### src/rtl/axi_bresp_tracker.sv
// AXI write-response tracker: in-order expected-ID FIFO fed by AW issues and checked
// against B-channel responses, with per-response reporting, sticky error flags and a response timeout.
module axi_bresp_tracker #(
    parameter int ID_W           = 4,
    parameter int MAX_OUT        = 8,
    parameter int TIMEOUT_CYCLES = 1024
) (
    input  logic                         clk,
    input  logic                         resetn,
    input  logic                         issue_valid,
    input  logic [ID_W-1:0]              issue_id,
    output logic                         issue_ready,
    input  logic [ID_W-1:0]              BID,
    input  logic [1:0]                   BRESP,
    input  logic                         BVALID,
    output logic                         BREADY,
    output logic                         resp_valid,
    output logic [ID_W-1:0]              resp_id,
    output logic [1:0]                   resp_code,
    output logic [$clog2(MAX_OUT+1)-1:0] outstanding,
    output logic [3:0]                   err_status,
    input  logic                         err_clear,
    output logic [1:0]                   state_out
);

    localparam int CNT_W  = $clog2(MAX_OUT + 1);
    localparam int PTR_W  = $clog2(MAX_OUT);
    localparam int TMR_W  = (TIMEOUT_CYCLES > 1) ? $clog2(TIMEOUT_CYCLES) : 1;
    localparam bit TMR_EN = (TIMEOUT_CYCLES > 0);
    localparam logic [TMR_W-1:0] TMR_LAST = TMR_W'((TIMEOUT_CYCLES > 0) ? TIMEOUT_CYCLES - 1 : 0);
    localparam logic [CNT_W-1:0] CNT_MAX  = CNT_W'(MAX_OUT);

    typedef enum logic [1:0] {
        ST_IDLE   = 2'b00,
        ST_ACTIVE = 2'b01,
        ST_FAULT  = 2'b10
    } state_t;

    state_t                 state_r;
    state_t                 state_nxt_s;
    logic [ID_W-1:0]        fifo_r [MAX_OUT];
    logic [PTR_W-1:0]       wr_ptr_r;
    logic [PTR_W-1:0]       rd_ptr_r;
    logic [TMR_W-1:0]       tmr_r;
    logic [CNT_W-1:0]       cnt_nxt_s;
    logic                   iss_hs_s;
    logic                   b_hs_s;
    logic                   live_s;
    logic                   empty_s;
    logic                   pop_s;
    logic                   unexp_s;
    logic                   mism_s;
    logic                   rerr_s;
    logic                   tmo_s;
    logic                   tmr_run_s;
    logic                   clr_all_s;

    // Handshakes, error detection and next-state decode; all checks are muted while in FAULT
    always_comb begin
        issue_ready = (state_r != ST_FAULT) && (outstanding < CNT_MAX);
        iss_hs_s    = issue_valid & issue_ready;
        b_hs_s      = BVALID & BREADY;
        live_s      = (state_r != ST_FAULT);
        empty_s     = (outstanding == {CNT_W{1'b0}});
        pop_s       = live_s & b_hs_s & ~empty_s;
        unexp_s     = live_s & b_hs_s & empty_s;
        mism_s      = pop_s & (BID != fifo_r[rd_ptr_r]);
        rerr_s      = pop_s & (BRESP != 2'b00);
        tmr_run_s   = TMR_EN && (state_r == ST_ACTIVE) && !empty_s && !b_hs_s;
        tmo_s       = tmr_run_s && (tmr_r == TMR_LAST);
        clr_all_s   = (state_r == ST_FAULT) & err_clear;

        if (iss_hs_s && !pop_s) begin
            cnt_nxt_s = outstanding + 1'b1;
        end else if (pop_s && !iss_hs_s) begin
            cnt_nxt_s = outstanding - 1'b1;
        end else begin
            cnt_nxt_s = outstanding;
        end

        case (state_r)
            ST_FAULT: begin
                state_nxt_s = err_clear ? ST_IDLE : ST_FAULT;
            end
            ST_IDLE, ST_ACTIVE: begin
                if (unexp_s || mism_s || tmo_s) begin
                    state_nxt_s = ST_FAULT;
                end else if (cnt_nxt_s != {CNT_W{1'b0}}) begin
                    state_nxt_s = ST_ACTIVE;
                end else begin
                    state_nxt_s = ST_IDLE;
                end
            end
            default: begin
                state_nxt_s = ST_FAULT;
            end
        endcase
    end

    // Expected-ID storage, written at the write pointer on every accepted issue
    always_ff @(posedge clk or negedge resetn) begin
        if (!resetn) begin
            for (int i = 0; i < MAX_OUT; i++) begin
                fifo_r[i] <= {ID_W{1'b0}};
            end
        end else if (iss_hs_s) begin
            fifo_r[wr_ptr_r] <= issue_id;
        end else begin
            fifo_r[wr_ptr_r] <= fifo_r[wr_ptr_r];
        end
    end

    // Tracker state: FSM, pointers, counter, timer, sticky flags and registered outputs
    always_ff @(posedge clk or negedge resetn) begin
        if (!resetn) begin
            state_r     <= ST_IDLE;
            wr_ptr_r    <= {PTR_W{1'b0}};
            rd_ptr_r    <= {PTR_W{1'b0}};
            tmr_r       <= {TMR_W{1'b0}};
            outstanding <= {CNT_W{1'b0}};
            err_status  <= 4'b0000;
            BREADY      <= 1'b0;
            resp_valid  <= 1'b0;
            resp_id     <= {ID_W{1'b0}};
            resp_code   <= 2'b00;
        end else begin
            BREADY     <= 1'b1;
            resp_valid <= b_hs_s;
            if (b_hs_s) begin
                resp_id   <= BID;
                resp_code <= BRESP;
            end

            state_r <= state_nxt_s;
            if (clr_all_s) begin
                wr_ptr_r    <= {PTR_W{1'b0}};
                rd_ptr_r    <= {PTR_W{1'b0}};
                tmr_r       <= {TMR_W{1'b0}};
                outstanding <= {CNT_W{1'b0}};
                err_status  <= 4'b0000;
            end else begin
                if (iss_hs_s) begin
                    wr_ptr_r <= wr_ptr_r + 1'b1;
                end
                if (pop_s) begin
                    rd_ptr_r <= rd_ptr_r + 1'b1;
                end
                outstanding <= cnt_nxt_s;
                tmr_r       <= tmr_run_s ? (tmr_r + 1'b1) : {TMR_W{1'b0}};
                // A fresh response error outranks a simultaneous clear of the same bit
                err_status  <= {err_status[3] | tmo_s,
                                err_status[2] | unexp_s,
                                err_status[1] | mism_s,
                                (err_clear ? 1'b0 : err_status[0]) | rerr_s};
            end
        end
    end

    assign state_out = state_r;

endmodule

### config.mk
export PLATFORM = sky130hd
export DESIGN_NAME = axi_bresp_tracker
export DESIGN_NICKNAME = d
export VERILOG_FILES = /design/src/rtl/axi_bresp_tracker.sv
export SDC_FILE = /design/constraint.sdc
export NUM_CORES = 1
export LEC_CHECK = 0
export CAP_MARGIN = 20
export CORE_MARGIN = 2
export CORE_UTILIZATION = 45
export DETAILED_ROUTE_END_ITERATION = 6
export HOLD_SLACK_MARGIN = 0.08
export PLACE_DENSITY_LB_ADDON = 0.12
export RECOVER_POWER = 25
export SLEW_MARGIN = 20
export SYNTH_ARGS = -nofsm -noshare
export SYNTH_HDL_FRONTEND = slang
export SYNTH_SLANG_ARGS = --single-unit
### constraint.sdc
create_clock -name clk -period 2.2 [get_ports clk]
set_clock_uncertainty 0.2 [all_clocks]
set_input_delay 0.33 -clock clk [delete_from_list [all_inputs] [get_ports clk]]
set_output_delay 0.33 -clock clk [all_outputs]
set_load 0.02 [all_outputs]
# Word-level counts from Yosys, hierarchy flattened
# Index checks and enable logic that the tools add are counted.
[totals] reg_bits=66 latchBits=0 mem_bits_rw=0 romBits=0 out_inout_bits=19 word_cells=93 mem_count=0
[classes] add_sub_neg=5 mul=0 div=0 order_cmp=4 n_eq_ne=5 shifts=0 mux=26 n_bitwise=15 reduce_logical=20
[ops] op="$bwmux W32" n=2
[ops] op="$mux W4" n=9
[ops] op="$mux W32" n=1
[ops] op="$bmux W4 S3" n=2
[ops] op="$mux W10" n=2
[ops] op="$demux W4 S3" n=1
[ops] op="$mux W3" n=4
[ops] op="$add A10 B1 Y10 const B" n=1
[ops] op="$eq A10 B10 Y1 const B" n=1
[ops] op="$and A1 B1 Y1" n=8
[ops] op="$ge A4 B4 Y1 const B" n=2
[ops] op="$not A3 Y4" n=2
[ops] op="$logic_and A1 B1 Y1" n=7
[ops] op="$add A3 B1 Y3 const B" n=2
[ops] op="$reduce_bool A2 Y1" n=3
[ops] op="$add A4 B1 Y4 const B" n=1
[ops] op="$logic_not A1 Y1" n=4
[ops] op="$logic_not A4 Y1" n=1
[ops] op="$lt A4 B1 Y1 const B" n=1
[ops] op="$lt A4 B4 Y1 const B" n=1
[ops] op="$mux W2" n=2
[ops] op="$ne A4 B4 Y1" n=1
[ops] op="$or A1 B1 Y1" n=4
[ops] op="$pmux W2 S2" n=1
[ops] op="other kinds (10)" n=12

# Longest topological paths before layout
[depth] word_depth=11 depth_mapped=9 mapped_depth_nobuf=8

# Worst setup path after synthesis
# Ideal clock, no wire load.
[synth_timing] kind="reg-to-reg" start="register outstanding[0]" end="register state_r[0], in the netlist state_out[0]" t_arrival_ps=2025 t_required_ps=1880 slack_ps=-145 path_stages_with_launch=9 n_path_buf=0 period_less_slack_ps=2345 path_cell_list="dfrtp_1 inv_1 ha_1 nor3b_2 a2111o_1 o22ai_1 xnor2_1 nand3_1 and3_1"
[synth_via] elab_chain_len=11 elab_cells_between_ends=26 classes_between="add/sub (2); order compare (1); mux (5); bitwise (5); reduce/logical (13)"
[synth_lines] element="start: declaration" line_no="20" text="output logic [$clog2(MAX_OUT+1)-1:0] outstanding,"
[synth_lines] element="start signal: assignment" line_no="120" text="outstanding <= {CNT_W{1'b0}};"
[synth_lines] element="start signal: assignment" line_no="139" text="outstanding <= {CNT_W{1'b0}};"
[synth_lines] element="start signal: assignment" line_no="148" text="outstanding <= cnt_nxt_s;"
[synth_lines] element="$lt A4 B4 Y1" line_no="60" text="issue_ready = (state_r != ST_FAULT) && (outstanding < CNT_MAX);"
[synth_lines] element="$logic_and A1 B1 Y1" line_no="60"
[synth_lines] element="$and A1 B1 Y1" line_no="61" text="iss_hs_s = issue_valid & issue_ready;"
[synth_lines] element="$logic_not A1 Y1" line_no="75" text="end else if (pop_s && !iss_hs_s) begin"
[synth_lines] element="$logic_and A1 B1 Y1" line_no="75"
[synth_lines] element="$mux W4" line_no="75"
[synth_lines] element="$mux W4" line_no="73" text="if (iss_hs_s && !pop_s) begin"
[synth_lines] element="$reduce_bool A4 Y1" line_no="88" text="end else if (cnt_nxt_s != {CNT_W{1'b0}}) begin"
[synth_lines] element="$mux W1" line_no="88"
[synth_lines] element="$mux W2 (*)" line_no="86" text="if (unexp_s || mism_s || tmo_s) begin"
[synth_lines] element="$pmux W2 S2 (*)" line_no="81" text="case (state_r)"
[synth_lines] element="via state_nxt_s[0]" line_no="40" text="state_t state_nxt_s;"
[synth_lines] element="end signal: assignment" line_no="134" text="state_r <= state_nxt_s;"
[synth_lines] element="end: declaration" line_no="39" text="state_t state_r;"
# The timed path passes the listed nets; every way through them passes the cells marked *.
# A chain may end at the register's enable or synchronous reset.

# Worst setup path after layout
# Same ends and word-level chain as after synthesis.

==> results.cfg <==
[status]
status = complete, no violations

[synthesis]
synth_nets = 321
seq_area_frac_synth_pct = 47.38
synth_edf_count = 0
synthFlopType = dfrtp_1
netlist_instances = 301
async_reset_ff_share_pct = 100.0
ys_ff_latch = 66
yosys_warnings = 0
avgSynthCellArea_um2 = 11.58
synthDistinctLibCells = 53
mappedNetlistArea_mm2 = 0.003486

[sta]
drv_slew = 0
finalSetupViolCount = 0
hold_viol = 0
tightest_slew_ps = 906.2
post-route-period-util_pct = 97.04
fin_ws_ps = 65.15
fmax_mhz = 468.4
slew_headroom_pct = 39.59
min_period_ps = 2135

[global_route]
grt_pass1_wl_um = 12890
grt_max_degree = 67
grt_usage_pct = 19.67
antenna_found_initial = 0
grt_pass1_vias = 2585
grt_overflow_total = 0

[critical_path]
cp-end-kind = flop
cp.required_ps = 2240
critPathMaxFanout = 5
max_stage_delay_ps = 430
startpoint_type = flop
cp.arrival_ps = 2170
worstSetupPathType = flop to flop
crit_chain = inv_2 > ha_4 > nor3b_4 > a2111o_1 > o22ai_2 > xnor2_2 > nand3_1 > and3_1
cp_slowest_cell = a2111o_1

[place]
hpwl_um = 5455
place_congestion = 0.8296
portBuffers = 33
dp_slack_ps = -69.17

[finish]
antenna_cells = 0
drive_above_1_share_pct = 31.45
nets = 387
syn2layout_area_growth_pct = 27.78

[clocking]
cts_made_buffers = 9
cts_root_buf = clkbuf_8
tritoncts = yes
clk_latency_ps = 340
cts_sinks = 66
htree_num_levels = 3
cts_buffer_depth = 2
path_clk_slew_ps = 80

[route]
routed-via-count = 2501
wl_per_cell_um = 16.46
via_per_inst = 5.276
drt_iter0_drc = 101
route.detailed.drc = 0
wl_um = 7802
ant_nets = 0
dr.pass1.iters = 4

[flow_run]
cap_viol_max_count = 0

[floorplanning]
die_y_um = 92.02
die_x_um = 92.02
fp.coreArea_mm2 = 0.007607
pin_count = 34
rows = 32
start_util_pct = 45.82
die_area_mm2 = 0.008467

[power_and_ir_drop]
vdd_drop_max_uv = 600.7
p_leak_nw = 1.868
powerDensity_mw_per_mm2 = 1475
power_w = 0.006568

[min_path]
hold_path.class = flop to flop
==> per-stage QoR <==
stage / hold slack, ps / utilization [%] / area [um^2] / std cells / setup TNS, ps
after floorplan: -165.6 / - / 3506 / 301 / -8.516
after detailed placement: 183.3 / 54.65 / 4158 / 454 / -69.17
after global routing: 336.1 / 58.55 / 4454 / 474 / -5.888
after global placement: 177.0 / 54.65 / 4158 / 454 / 0
after CTS: 301.1 / 57.88 / 4403 / 471 / 0
final: 297.7 / 58.55 / 4454 / 474 / 0
==> cells in the mapped netlist (2+ instances only) <==
cell	number	share of area [%]
a21oi_1	6	0.86
a32o_1	2	0.57
and2_1	3	0.54
and3_1	7	1.3
buf_2	7	1.0
buf_6	3	0.97
clkbuf_1	2	0.22
dfrtp_1	66	47
ha_1	5	1.8
inv_1	7	0.75
inv_2	2	0.22
mux2_2	35	11
mux2i_1	22	6.3
mux4_2	6	3.9
nand2_1	18	1.9
nand2b_1	3	0.54
nand3_1	14	2.0
nor2_1	30	3.2
nor2b_1	2	0.36
nor3_1	3	0.43
o211ai_1	2	0.43
o21ai_0	3	0.43
o21ai_1	7	1.0
xnor2_1	7	1.8
xor2_1	11	2.8
==> kinds of logic (layout without fill, tap and decap cells) <==
group	count (synthesis)	in the layout	synth area share (%)
xor+xnor	18	18	4.523
mux	64	64	21.82
buf+inv	22	93	3.374
other cells	1	1	0.1076
flops	66	66	47.38
fa+ha+maj	5	5	1.795
simple gates	89	89	12.78
compound gates	36	36	8.220
==> cell usage in the layout (no fill, tap or decap), drive strengths merged, types with 3 or more instances in the layout <==
master / Yosys / layout
dfrtp: 66 / 66
mux2: 36 / 36
buf: 11 / 34
clkdlybuf4s50: 0 / 31
nor2: 30 / 30
mux2i: 22 / 22
nand2: 19 / 19
nand3: 14 / 14
inv: 9 / 13
xor2: 11 / 11
clkbuf: 2 / 11
o21ai: 10 / 10
and3: 7 / 7
a21oi: 7 / 7
xnor2: 7 / 7
mux4: 6 / 6
ha: 5 / 5
nor3: 4 / 4
and2: 4 / 4
nand2b: 3 / 3
==> area by class of cell <==
class | instances | area [um^2]
fill | 652 | 3153
multi-input combinational | 213 | 1773
sequential | 66 | 1657
timing repair buffer | 68 | 630.6
clock buffer | 10 | 137.6
tap | 102 | 127.6
clock inverter | 6 | 95.09
inverter | 9 | 33.78
==> critical path: cells and delay by family, from the launching register on <==
| kind | cells | cell delay [ps] |
|---|---|---|
| AO/OA/AOI/OAI | 2 | 640 |
| AND/OR/NAND/NOR | 3 | 460 |
| flip-flops | 1 | 380 |
| adder cells (fa/ha/maj) | 1 | 160 |
| XOR/XNOR | 1 | 140 |
| buffers and inverters | 1 | 60 |
==> power breakdown <==
group | leakage (nW) | internal, W | switching [W]
combinational | 0.950 | 0.00177 | 0.00156
clock | 0.118 | 0.000685 | 0.000500
sequential | 0.800 | 0.00166 | 0.000397
==> layer usage <==
layer / GRT usage, % / vias to the layer above / share of wire, % / wire length, um
met5: 0 / - / 0 / 0
met4: 7.587 / 0 / 1.5 / 119
met3: 3.533 / 12 / 3.5 / 273
met2: 31.68 / 51 / 47 / 3703
met1: 26.56 / 1230 / 48 / 3707
li1: - / 1208 / - / -
==> final timing paths <==
path | slack (ps) | cells after the start | endpoint | startpoint
min | 300 | 1 | tmr_r[0]$_DFF_PN0_ | tmr_r[0]$_DFF_PN0_
max reg2reg | 70 | 8 | state_out[0]$_DFF_PN0_ | outstanding[0]$_DFF_PN0_
max in group asynchronous | 600 | 3 | wr_ptr_r[0]$_DFFE_PN0P_ | resetn
min reg2reg | 300 | 1 | tmr_r[0]$_DFF_PN0_ | tmr_r[0]$_DFF_PN0_
max | 70 | 8 | state_out[0]$_DFF_PN0_ | outstanding[0]$_DFF_PN0_
min in group asynchronous | 560 | 3 | outstanding[2]$_DFF_PN0_ | resetn
==> state kept, by name, summed over array words and instances, names as in the netlist <==
signal / flops
fifo_r: 32
tmr_r: 10
err_status: 4
outstanding: 4
resp_id: 4
rd_ptr_r: 3
wr_ptr_r: 3
resp_code: 2
state_out: 2
BREADY: 1
resp_valid: 1
==> repair_timing <==
action                                  4_1_cts  5_1_grt
gates resized for setup                       2        8
hold buffers                                  1        0
endpoints found under the setup margin        2        5
pin swaps                                     2        4
hold endpoints to repair                     66        0
setup buffers                                 0        3
(Power assumes the default switching activity.)
